**src/rtl/heap_sift_stage.sv**
```systemverilog
`default_nettype none
// ============================================================================
// Module      : heap_sift_stage
// Description : One sift-down stage of a pipelined min-heap sorter. It accepts a
//               {parent slot, value} command and reads both children from the
//               child-level dpram. It then writes the smaller of the value and
//               the smallest existing child into the parent slot. When a child
//               wins, the hole moves down: the stage either forwards
//               {child slot, value} downstream (LAST=0) or writes the value into
//               the leaf slot (LAST=1).
// Ports       : clk, rst_n                      - clock, synchronous active-low reset
//               in_valid/in_ready/in_pos/in_val - upstream command handshake
//               heap_size                       - valid node count, sampled on accept
//               ch_addr_a/b, ch_q_a/b           - child dpram read ports (1-cycle latency)
//               ch_we, ch_data                  - child dpram port a write (LAST=1 only)
//               par_we, par_addr, par_data      - parent dpram write (one-cycle pulse)
//               out_valid/out_ready/out_pos/out_val - downstream command handshake
//               busy                            - stage is not idle
// Revision    : 1.0 - initial release
// ============================================================================
module heap_sift_stage #(
    parameter int DATA_WIDTH = 32,
    parameter int ADDR_WIDTH = 5,
    parameter int LEVEL      = 1,
    parameter int SIZE_WIDTH = 8,
    parameter int LAST       = 0
) (
    input  logic                  clk,
    input  logic                  rst_n,
    input  logic                  in_valid,
    output logic                  in_ready,
    input  logic [ADDR_WIDTH-1:0] in_pos,
    input  logic [DATA_WIDTH-1:0] in_val,
    input  logic [SIZE_WIDTH-1:0] heap_size,
    output logic [ADDR_WIDTH-1:0] ch_addr_a,
    output logic [ADDR_WIDTH-1:0] ch_addr_b,
    input  logic [DATA_WIDTH-1:0] ch_q_a,
    input  logic [DATA_WIDTH-1:0] ch_q_b,
    output logic                  ch_we,
    output logic [DATA_WIDTH-1:0] ch_data,
    output logic                  par_we,
    output logic [ADDR_WIDTH-1:0] par_addr,
    output logic [DATA_WIDTH-1:0] par_data,
    output logic                  out_valid,
    input  logic                  out_ready,
    output logic [ADDR_WIDTH-1:0] out_pos,
    output logic [DATA_WIDTH-1:0] out_val,
    output logic                  busy
);

    typedef enum logic [1:0] {
        S_IDLE = 2'd0,
        S_RD   = 2'd1,
        S_CMP  = 2'd2,
        S_FWD  = 2'd3
    } state_t;

    // Parent slots wrap modulo the level width.
    localparam logic [ADDR_WIDTH-1:0] POS_MASK = ADDR_WIDTH'((1 << LEVEL) - 1);
    // Global heap index of the first slot in the child level.
    localparam logic [SIZE_WIDTH-1:0] CH_BASE  = SIZE_WIDTH'((1 << (LEVEL + 1)) - 1);
    localparam bit                    IS_LAST  = (LAST != 0);

    state_t                  state_q, state_d;
    logic [ADDR_WIDTH-1:0]   p_q, p_d;
    logic [DATA_WIDTH-1:0]   v_q, v_d;
    logic [SIZE_WIDTH-1:0]   size_q, size_d;
    logic [ADDR_WIDTH-1:0]   ch_addr_a_q, ch_addr_a_d;
    logic [ADDR_WIDTH-1:0]   ch_addr_b_q, ch_addr_b_d;
    logic                    ch_we_q, ch_we_d;
    logic [DATA_WIDTH-1:0]   ch_data_q, ch_data_d;
    logic                    par_we_q, par_we_d;
    logic [ADDR_WIDTH-1:0]   par_addr_q, par_addr_d;
    logic [DATA_WIDTH-1:0]   par_data_q, par_data_d;
    logic                    out_valid_q, out_valid_d;
    logic [ADDR_WIDTH-1:0]   out_pos_q, out_pos_d;
    logic [DATA_WIDTH-1:0]   out_val_q, out_val_d;

    // Accept-side slot computation.
    logic [ADDR_WIDTH-1:0]   pos_m;
    assign pos_m = in_pos & POS_MASK;

    // Child existence, evaluated against the heap size latched on accept.
    logic [SIZE_WIDTH-1:0]   gidx_l, gidx_r;
    logic                    has_l, has_r, has_child;
    logic [ADDR_WIDTH-1:0]   slot_l, slot_r, slot_m;
    logic                    pick_r, move;
    logic [DATA_WIDTH-1:0]   m_val;

    assign gidx_l    = CH_BASE + SIZE_WIDTH'({p_q, 1'b0});
    assign gidx_r    = gidx_l + SIZE_WIDTH'(1);
    assign has_l     = (gidx_l < size_q);
    assign has_r     = (gidx_r < size_q);
    assign has_child = has_l | has_r;
    assign slot_l    = {p_q[ADDR_WIDTH-2:0], 1'b0};
    assign slot_r    = {p_q[ADDR_WIDTH-2:0], 1'b1};
    // Right wins only when strictly smaller, so ties go to the left child.
    assign pick_r    = has_r & (~has_l | (ch_q_b < ch_q_a));
    assign m_val     = pick_r ? ch_q_b : ch_q_a;
    assign slot_m    = pick_r ? slot_r : slot_l;
    assign move      = has_child & (v_q > m_val);

    always_comb begin
        state_d     = state_q;
        p_d         = p_q;
        v_d         = v_q;
        size_d      = size_q;
        ch_addr_a_d = ch_addr_a_q;
        ch_addr_b_d = ch_addr_b_q;
        ch_we_d     = 1'b0;
        ch_data_d   = ch_data_q;
        par_we_d    = 1'b0;
        par_addr_d  = par_addr_q;
        par_data_d  = par_data_q;
        out_valid_d = out_valid_q;
        out_pos_d   = out_pos_q;
        out_val_d   = out_val_q;

        case (state_q)
            S_IDLE: begin
                if (in_valid) begin
                    p_d         = pos_m;
                    v_d         = in_val;
                    size_d      = heap_size;
                    // Child read addresses are registered here so the dpram
                    // sees them for the whole S_RD cycle.
                    ch_addr_a_d = {pos_m[ADDR_WIDTH-2:0], 1'b0};
                    ch_addr_b_d = {pos_m[ADDR_WIDTH-2:0], 1'b1};
                    state_d     = S_RD;
                end
            end
            S_RD: begin
                state_d = S_CMP;
            end
            S_CMP: begin
                par_we_d   = 1'b1;
                par_addr_d = p_q;
                if (!move) begin
                    par_data_d = v_q;
                    state_d    = S_IDLE;
                end else begin
                    par_data_d = m_val;
                    if (IS_LAST) begin
                        ch_we_d     = 1'b1;
                        ch_addr_a_d = slot_m;
                        ch_data_d   = v_q;
                        state_d     = S_IDLE;
                    end else begin
                        out_valid_d = 1'b1;
                        out_pos_d   = slot_m;
                        out_val_d   = v_q;
                        state_d     = S_FWD;
                    end
                end
            end
            S_FWD: begin
                if (out_ready) begin
                    out_valid_d = 1'b0;
                    state_d     = S_IDLE;
                end
            end
            default: begin
                state_d = S_IDLE;
            end
        endcase
    end

    always_ff @(posedge clk) begin
        if (!rst_n) begin
            state_q     <= S_IDLE;
            p_q         <= '0;
            v_q         <= '0;
            size_q      <= '0;
            ch_addr_a_q <= '0;
            ch_addr_b_q <= '0;
            ch_we_q     <= 1'b0;
            ch_data_q   <= '0;
            par_we_q    <= 1'b0;
            par_addr_q  <= '0;
            par_data_q  <= '0;
            out_valid_q <= 1'b0;
            out_pos_q   <= '0;
            out_val_q   <= '0;
        end else begin
            state_q     <= state_d;
            p_q         <= p_d;
            v_q         <= v_d;
            size_q      <= size_d;
            ch_addr_a_q <= ch_addr_a_d;
            ch_addr_b_q <= ch_addr_b_d;
            ch_we_q     <= ch_we_d;
            ch_data_q   <= ch_data_d;
            par_we_q    <= par_we_d;
            par_addr_q  <= par_addr_d;
            par_data_q  <= par_data_d;
            out_valid_q <= out_valid_d;
            out_pos_q   <= out_pos_d;
            out_val_q   <= out_val_d;
        end
    end

    assign in_ready  = (state_q == S_IDLE);
    assign busy      = (state_q != S_IDLE);
    assign ch_addr_a = ch_addr_a_q;
    assign ch_addr_b = ch_addr_b_q;
    assign ch_we     = ch_we_q;
    assign ch_data   = ch_data_q;
    assign par_we    = par_we_q;
    assign par_addr  = par_addr_q;
    assign par_data  = par_data_q;
    assign out_valid = out_valid_q;
    assign out_pos   = out_pos_q;
    assign out_val   = out_val_q;

endmodule
`default_nettype wire

```
**config.mk**
```make
export PLATFORM = sky130hd
export DESIGN_NAME = heap_sift_stage
export DESIGN_NICKNAME = d
export VERILOG_FILES = /design/src/rtl/heap_sift_stage.sv
export SDC_FILE = /design/constraint.sdc
export NUM_CORES = 1
export LEC_CHECK = 0
export ABC_CLOCK_PERIOD_IN_PS = 5600
export BUFFER_PORTS_ARGS = -buffer_cell sky130_fd_sc_hd__buf_2
export CAP_MARGIN = 20
export CELL_PAD_IN_SITES_DETAIL_PLACEMENT = 0
export CELL_PAD_IN_SITES_GLOBAL_PLACEMENT = 1
export CORE_MARGIN = 5
export CORE_UTILIZATION = 38
export CTS_BUF_LIST = sky130_fd_sc_hd__clkbuf_8
export CTS_CLUSTER_DIAMETER = 50
export DETAILED_ROUTE_END_ITERATION = 16
export PLACE_DENSITY = 0.91
export SKIP_CTS_REPAIR_TIMING = 1
export SLEW_MARGIN = 20
export SYNTH_ARGS = -nofsm -noshare
export SYNTH_HDL_FRONTEND = slang
export SYNTH_SLANG_ARGS = --single-unit
```
**constraint.sdc**
```tcl
create_clock -name clk -period 5.6 [get_ports clk]
set_input_delay 0.56 -clock clk [delete_from_list [all_inputs] [get_ports clk]]
set_output_delay 0.56 -clock clk [all_outputs]
set_load 0.02 [all_outputs]
```
==> impl_results.md, run 1 <==
- Inst Count DP: 1112
- Final net count: 1085
- Area leader, netlist: dfxtp_1
- Compound-Gate Fraction of Synth Area: 17.8%
- Pin count of the biggest net entering global routing: 81
- Synth top area share: 34.7%
- Fin. max-slew vios: 0
- VDD IR max: 138 uV
- Clock root cell: clkbuf_8
- Endpoint class of the critical path: register
- FF+latch count, synth: 113
- Tot Pwr: 2160 uW
- # clock sinks: 113
- First-pass GRT wire length: 29.4 mm
- Reg2reg start: ch_addr_b[1]
- Worst r2r path cells: 16
- Status: finished, final reports clean
- Die ar.: 19900 sq um
- CP max FO: 16
- Cts bufs inserted: 17
- Fin crit share: 88.6%
- Seq/Total Area, Yosys: 34.7%
- GPL Wtd Cong: 0.818
- Site Rows: 48
- Layout Skew: 0.0112 ns
- Die extent in y: 141 microns
- Async S/R FF share, synth: 0%
- Reg-to-reg slack, setup: 0.64 ns
- Crit path DAT: 5.34 ns
- RSZ-0062 raised after global routing: false
- CTS tree: built
- EDFF count, synth: 0
- Port bufs: 182
- Leading register cell type out of synthesis: dfxtp_1
- H-tree Lvls: 4
- DR iter-0 viols: 358
- Max cap viols: 0
- Leakage: 0.00414 uW
- Vias post-DR: 5781
- Remaining Overflow, GRT: 0
- Period minus WS final: 4.96 ns
- Worst Setup SP: ch_addr_b[1]
- Tightest Pin Transition: 0.946 ns
- Final setup fails: 0
- Share of cells above drive strength 1: 26.6%
- Initial antenna violation count: 0
- Clk buf depth: 2
- DR WL/cell: 16.7 microns
- Initial Utilization: 38.3%
- Drt total wl: 19.1 mm
- Post-synthesis mux area share: 10.3%
- WHS Endpoint: ch_addr_b[1]
- Hold wc startpoint: in_pos[0]
- Router iterations before antenna repair: 5
- Final TNS setup: 0 ns
- Critical path required time: 5.98 ns
- Reg clk slew, reported paths: 0.07 ns
- Post-Route Utilization: 46.6%
- Die Span X: 141 microns
- Adder-cell share of the synthesized area: 12.7%
- Syn Inst Count: 727
- DR vias/cell: 5.06
- Hold Vio Cnt, Final: 0
- DRC viols: 0
- Critical R2R Capture: par_data[10]
- Io pins: 234
- Number of global-route vias before repair: 5437
- Cell Area, Synth: 6530 sq um
- Number of distinct library cells after synthesis: 50
- XOR/XNOR Fraction of Synth Area: 0%
- Yosys Warn Count: 0
- Worst-Skew Late Latency: 0.44 ns
- Area contributors post-synth: dfxtp_1, ha_1, mux2i_1
- Ant diodes: 0
- Hold WS: 0.350 ns
- Main combinational cell family by area after synthesis: compound AO/OA/AOI/OAI gates
- Syn avg cell area: 8.98 sq um
- Min-Delay Path Depth: 3
- Gr usage total: 18.8%
- Layout area overhead: 21.7%
- Type of the worst setup path: register to register
- Slew HR: 37.0%
- Peak Freq: 202 MHz
- Worst hold path type: input port to register
- Startpoint Class: register
- Core area: 17100 sq um
- Pwr Density: 271 nW/um^2
- Final ANT Viol Nets: 0
- Most common cell in the netlist: dfxtp_1
- Commonest cells post-synth: dfxtp_1, nand2_1, a21oi_1
- DP Wirelength: 13.9 mm
- Non-Filler Instances: 1143
- Simple-gate share of the synthesized area: 13.4%
## cells in the final DEF (no fill, tap or decap), types with 3 or more instances in the layout
| master | count |
|---|---|
| and4_1 | 3 |
| a22o_1 | 31 |
| dfxtp_1 | 113 |
| inv_1 | 39 |
| a221o_1 | 32 |
| nor3_1 | 3 |
| or4_1 | 3 |
| clkinv_2 | 3 |
| buf_12 | 3 |
| nand2_1 | 106 |
| buf_4 | 14 |
| nor2_1 | 46 |
| a221oi_1 | 4 |
| a21oi_1 | 67 |
| ha_1 | 66 |
| buf_2 | 182 |
| nand3_1 | 8 |
| clkinvlp_4 | 3 |
| mux2i_1 | 66 |
| bufinv_16 | 4 |
| nor2b_1 | 3 |
| o21ai_0 | 9 |
| nand4_1 | 11 |
| clkbuf_8 | 20 |
| conb_1 | 47 |
## per-layer routing
layer  global-route usage, %  routed length (microns)  up-vias  part of all wire (%)
li1                        -                        -     2867                     -
met1                    24.7                     8380     2660                    44
met2                    30.2                     9020      222                    47
met3                    4.78                     1290       32                   6.8
met4                    6.37                      377        0                   2.0
met5                       0                        0        -                     0
## worst max-delay path, stage by stage, from the launching register on
cell      delay, ns
dfxtp_1        0.52
ha_1           0.29
nor2b_1        0.12
o211ai_1       0.39
and4_1         0.32
o31a_1         0.24
nor3_4         0.06
buf_4          0.25
mux2i_1        0.15
ha_1           0.35
nand4_2        0.16
a2111o_1       0.42
a31oi_2        0.43
o21ai_4        0.09
nor2_2         0.69
buf_12         0.24
a221o_1        0.17
## flip-flops by register name, summed over array words and instances, names as in the netlist, 2 cells and up
signal	flops
out_val	32
par_data	32
v_q	32
size_q	8
ch_addr_b	2
out_pos	2
state_q	2
## through the flow
step                      instance area, sq um  worst slack, ns
after floorplan                           6700             1.08
after global placement                    7510            0.374
after detailed placement                  7510            0.336
after CTS                                 7940            0.496
after global routing                      7940            0.261
final                                     7940            0.638
## cells by family (layout without fill, tap and decap cells)
kind of cell / Yosys count / in the layout
flip-flops: 113 / 113
AND/OR/NAND/NOR: 196 / 196
multiplexers: 67 / 67
other: 1 / 47
adder cells (fa/ha/maj): 66 / 66
buffers and inverters: 124 / 269
AO/OA/AOI/OAI: 160 / 160
## layout make-up
type | count | area (sq um)
clock buffer | 20 | 275
sequential | 113 | 2260
clock inverter | 11 | 161
tap | 225 | 282
inverter | 39 | 146
multi-input combinational | 536 | 3740
timing repair buffer | 199 | 1080
fill | 1693 | 9110
## worst max path at each step
stage / endpoint / slack, ns
after floorplan: par_data[0] / 1.08
after global placement: par_data[4] / 0.37
after detailed placement: par_data[15] / 0.34
after CTS: par_data[10] / 0.50
after global routing: par_data[10] / 0.26
final: par_data[10] / 0.64
## where the power goes
part           leakage (uW)  switching (uW)  internal (uW)
sequential         0.000918            25.6            830
combinational       0.00300             262            172
clock              0.000218             353            514
Power figures use the tool's default switching activity.
==> run 2: changes to the inputs <==
- RECOVER_POWER: not set -> 25
==> run 2 against run 1 <==
Net effect:
- global-route usage is the same
- routed wire length increased by 0.31%
- clock skew is 0.0020 ns higher
- critical path type unchanged
==> impl_results.md, run 2 (synthesis gave the netlist of run 1 again) <==
- CTS tree: built
- Worst hold path type: input port to register
- Vias post-DR: 5807
- Design area: 7890 sq um
- VDD IR max: 138 uV
- Hold WS: 0.348 ns
- Drt total wl: 19.1 mm
- Ant diodes: 0
- Gr usage total: 18.8%
- Period minus WS final: 4.96 ns
- Initial Utilization: 38.3%
- Pwr Density: 273 nW/um^2
- Type of the worst setup path: register to register
- Routed wl met3: 1.32 mm
- DR vias/cell: 5.08
- # clock sinks: 113
- H-tree Lvls: 4
- Pin count of the biggest net entering global routing: 81
- Fin crit share: 88.6%
- Final WS setup: 0.637 ns
- Die Span X: 141 microns
- Met2 routed WL: 9.02 mm
- Fin. max-slew vios: 0
- Router iterations before antenna repair: 5
- Endpoint class of the critical path: register
- Startpoint Class: register
- Site Rows: 48
- Status: finished, final reports clean
- Leakage: 0.00394 uW
- Final net count: 1085
- DP Wirelength: 13.9 mm
- Die ar.: 19900 sq um
- Io pins: 234
- First-pass GRT wire length: 29.4 mm
- Final TNS setup: 0 ns
- Layout area overhead: 20.9%
- RSZ-0062 raised after global routing: false
- Cts bufs inserted: 17
- Initial antenna violation count: 0
- Reg clk slew, reported paths: 0.07 ns
- Area after detailed placement: 7510 sq um
- Die extent in y: 141 microns
- Clock root cell: clkbuf_8
- Crit path DAT: 5.35 ns
- Layout Skew: 0.0133 ns
- GPL Wtd Cong: 0.818
- Worst-Skew Late Latency: 0.44 ns
- Final ANT Viol Nets: 0
- Max cap viols: 0
- Slew HR: 36.7%
- Core area: 17100 sq um
- DRC viols: 0
- Tightest Pin Transition: 0.950 ns
- WL met1: 8.45 mm
- Top Metal Used: met4
- Most common cell after layout, fill and taps aside: buf_2
- Fill cells: 1720
- Share of cells above drive strength 1: 21.8%
- Critical path required time: 5.98 ns
- Remaining Overflow, GRT: 0
- Port bufs: 182
- Peak Freq: 202 MHz
- CP max FO: 16
- Clk buf depth: 2
- DR iter-0 viols: 344
- Post-place setup slack: 0.336 ns
- Hold Vio Cnt, Final: 0
- Final setup fails: 0
- Most frequent cells in the layout: buf_2, dfxtp_1, nand2_1, a21oi_1
- DR WL/cell: 16.7 microns
- Number of global-route vias before repair: 5437
## run 2: cell count changes in the layout (fill, tap and decap cells not counted)
| cell | delta |
|---|---|
| buf_2 | -44 |
| clkbuf_1 | +44 |
| and2_0 | +1 |
| and2_1 | -1 |
## run 2: cell type report
class / instances / area [sq um] / area share, %
Inverter: 39 / 146 / 1.86
Tap cell: 225 / 282 / 3.57
Clock buffer: 20 / 275 / 3.49
Clock inverter: 11 / 161 / 2.05
Sequential cell: 113 / 2260 / 28.7
Timing Repair Buffer: 199 / 1020 / 12.9
Multi-Input combinational cell: 536 / 3740 / 47.4
## run 2: report_power, final
part | internal (uW) | total [uW] | switching (uW)
sequential | 830 | 855 | 25.7
combinational | 171 | 433 | 262
clock | 514 | 867 | 353
## run 2: worst paths after layout
path | start | end | slack (ns) | depth (start not counted)
worst max-delay path | ch_addr_b[1] | par_data[10] | 0.64 | 16
worst min-delay path | in_pos[0] | ch_addr_b[1] | 0.35 | 3
worst max register to register | ch_addr_b[1] | par_data[10] | 0.64 | 16
worst min register to register | size_q[2] | size_q[2] | 0.46 | 2
## run 2: metal layers
metal / track usage (%) / vias up
met1: 24.7 / 2671
met5: 0 / -
met3: 4.78 / 32
met4: 6.37 / 0
met2: 30.2 / 241
li1: - / 2863
## run 2: critical path, cell delays in order (launching register included)
cell	delay (ns)
dfxtp_1	0.52
ha_1	0.29
nor2b_1	0.12
o211ai_1	0.39
and4_1	0.32
o31a_1	0.24
nor3_4	0.06
buf_4	0.25
mux2i_1	0.15
ha_1	0.34
nand4_2	0.16
a2111o_1	0.42
a31oi_2	0.43
o21ai_4	0.09
nor2_2	0.69
buf_12	0.24
a221o_1	0.17
## run 2: metrics by stage
stage / util [%] / total power (uW) / std cells
floorplan: - / 1180 / 773
global placement: 44.0 / 1300 / 1112
detailed placement: 44.0 / 1310 / 1112
CTS: 46.6 / 2170 / 1143
global route: 46.2 / 2270 / 1143
finish: 46.2 / 2160 / 1143
==> run 3: changes to the inputs <==
- RECOVER_POWER: 25 -> 100
==> run 3 against run 2 <==
Net effect:
- the flow now finishes with violations (capacitance limit, slew limit)
- via count is 0.40% lower
- global-route usage stayed put
- hold slack hardly changed
- first-iteration DRC count up 2.0%
- register-to-register slack got worse by 0.13 ns
- critical path depth did not move
- combinational power hardly changed
- die area is the same
- fmax shrank 2.5%
- flip-flop and latch count unchanged
==> impl_results.md, run 3 (synthesis gave the netlist of run 1 again) <==
- Crit path DAT: 5.47 ns
- Initial Utilization: 38.3%
- Layout Skew: 0.0136 ns
- Final net count: 1085
- DRC viols: 0
- Type of the worst setup path: register to register
- Slew HR: -74.6%
- Initial antenna violation count: 0
- DR iter-0 viols: 351
- Core area: 17100 sq um
- GPL Wtd Cong: 0.818
- Hold Vio Cnt, Final: 0
- Number of global-route vias before repair: 5437
- Fin. max-slew vios: 43
- Pwr Density: 276 nW/um^2
- Top Metal Used: met4
- Worst hold path type: input port to register
- Site Rows: 48
- Die Span X: 141 microns
- Clk buf depth: 2
- Critical path's top delay family: compound AO/OA/AOI/OAI gates
- RSZ-0062 raised after global routing: false
- Slowest cell on crit path: nor2_2
- Endpoint class of the critical path: register
- Vias post-DR: 5784
- Status: finished, violations left
- Startpoint Class: register
- Io pins: 234
- Final ANT Viol Nets: 0
- Met2 routed WL: 9.12 mm
- Most frequent CP cell: ha_1
- H-tree Lvls: 4
- Worst path buffer plus inverter count: 2
- Share of cells above drive strength 1: 18.2%
- Router iterations before antenna repair: 5
- Failing checks: capacitance limit, slew limit
- First-pass GRT wire length: 29.4 mm
- Routed wl met3: 1.11 mm
- Fill cells: 1730
- Crit-path max cell delay: 0.73 ns
- Ant diodes: 0
- # clock sinks: 113
- Fin crit share: 90.9%
- Remaining Overflow, GRT: 0
- Most frequent cells in the layout: dfxtp_1, buf_2, nand2_1, clkbuf_1, a21oi_1
- Crit path cell chain: ha_1, nor2b_1, o211ai_1, and4_1, o31a_1, nor3_1, buf_4, mux2i_1, ha_1, nand4_2, a2111o_1, a31oi_2, o21ai_0, nor2_2, buf_12, a221o_1
- VDD IR max: 138 uV
- Final setup fails: 0
- WL met1: 8.59 mm
- Leakage: 0.00380 uW
- Cts bufs inserted: 17
- Register Area: 2260 sq um
- Layout area overhead: 19.7%
- Peak Freq: 197 MHz
- Final TNS setup: 0 ns
- DP Wirelength: 13.9 mm
- CTS tree: built
- Gr usage total: 18.8%
- Die extent in y: 141 microns
- Port bufs: 182
- Worst-Skew Late Latency: 0.44 ns
- Reg clk slew, reported paths: 0.07 ns
- Die ar.: 19900 sq um
- Drt total wl: 19.1 mm
- Hold WS: 0.348 ns
- Critical path required time: 5.98 ns
- CP max FO: 16
- Tightest Pin Transition: 2.62 ns
- Max cap viols: 1
- DR WL/cell: 16.7 microns
- Period minus WS final: 5.09 ns
- Multi-input gate area: 3720 sq um
- Clock root cell: clkbuf_8
- Most common cell after layout, fill and taps aside: dfxtp_1
- Pin count of the biggest net entering global routing: 81
- DR vias/cell: 5.06
[run 3: final timing paths]
kind | depth (start not counted) | start | to | slack [ns]
max | 16 | ch_addr_b[1] | par_data[10] | 0.51
min | 3 | in_pos[0] | ch_addr_b[1] | 0.35
max reg2reg | 16 | ch_addr_b[1] | par_data[10] | 0.51
min reg2reg | 2 | size_q[2] | size_q[2] | 0.46
[run 3: layout make-up]
type                    count  area share (%)
multi-input cells         536            47.6
flip-flops and latches    113            29.0
repair buffers            199            12.4
well taps                 225            3.61
clock inverters            11            2.07
inverters                  39            1.87
clock buffers              20            3.53
[run 3: metal layers]
layer | vias up | GRT usage (%)
met5 | - | 0
met1 | 2697 | 24.7
met4 | 0 | 6.37
met2 | 196 | 30.2
met3 | 27 | 4.78
li1 | 2864 | -
[run 3: tightest hold or removal path: stages]
cell and delay [ns]:
buf_2 0.10, nand2_1 0.04, a21oi_1 0.05
[run 3: per-stage QoR]
stage	worst slack [ns]	instance area, sq um	total power (uW)	util, %	instances
3_5_place_dp	0.336	7510	1310	44.0	1112
5_1_grt	0.178	7810	2260	45.8	1143
2_1_floorplan	1.08	6700	1180	-	773
6_report	0.511	7810	2150	45.8	1143
4_1_cts	0.496	7940	2170	46.6	1143
3_3_place_gp	0.374	7510	1300	44.0	1112
[run 3: where the power goes]
group / switching [uW] / internal, uW
Sequential: 25.9 / 830
Combinational: 261 / 169
Clock: 354 / 514
Total: 640 / 1510
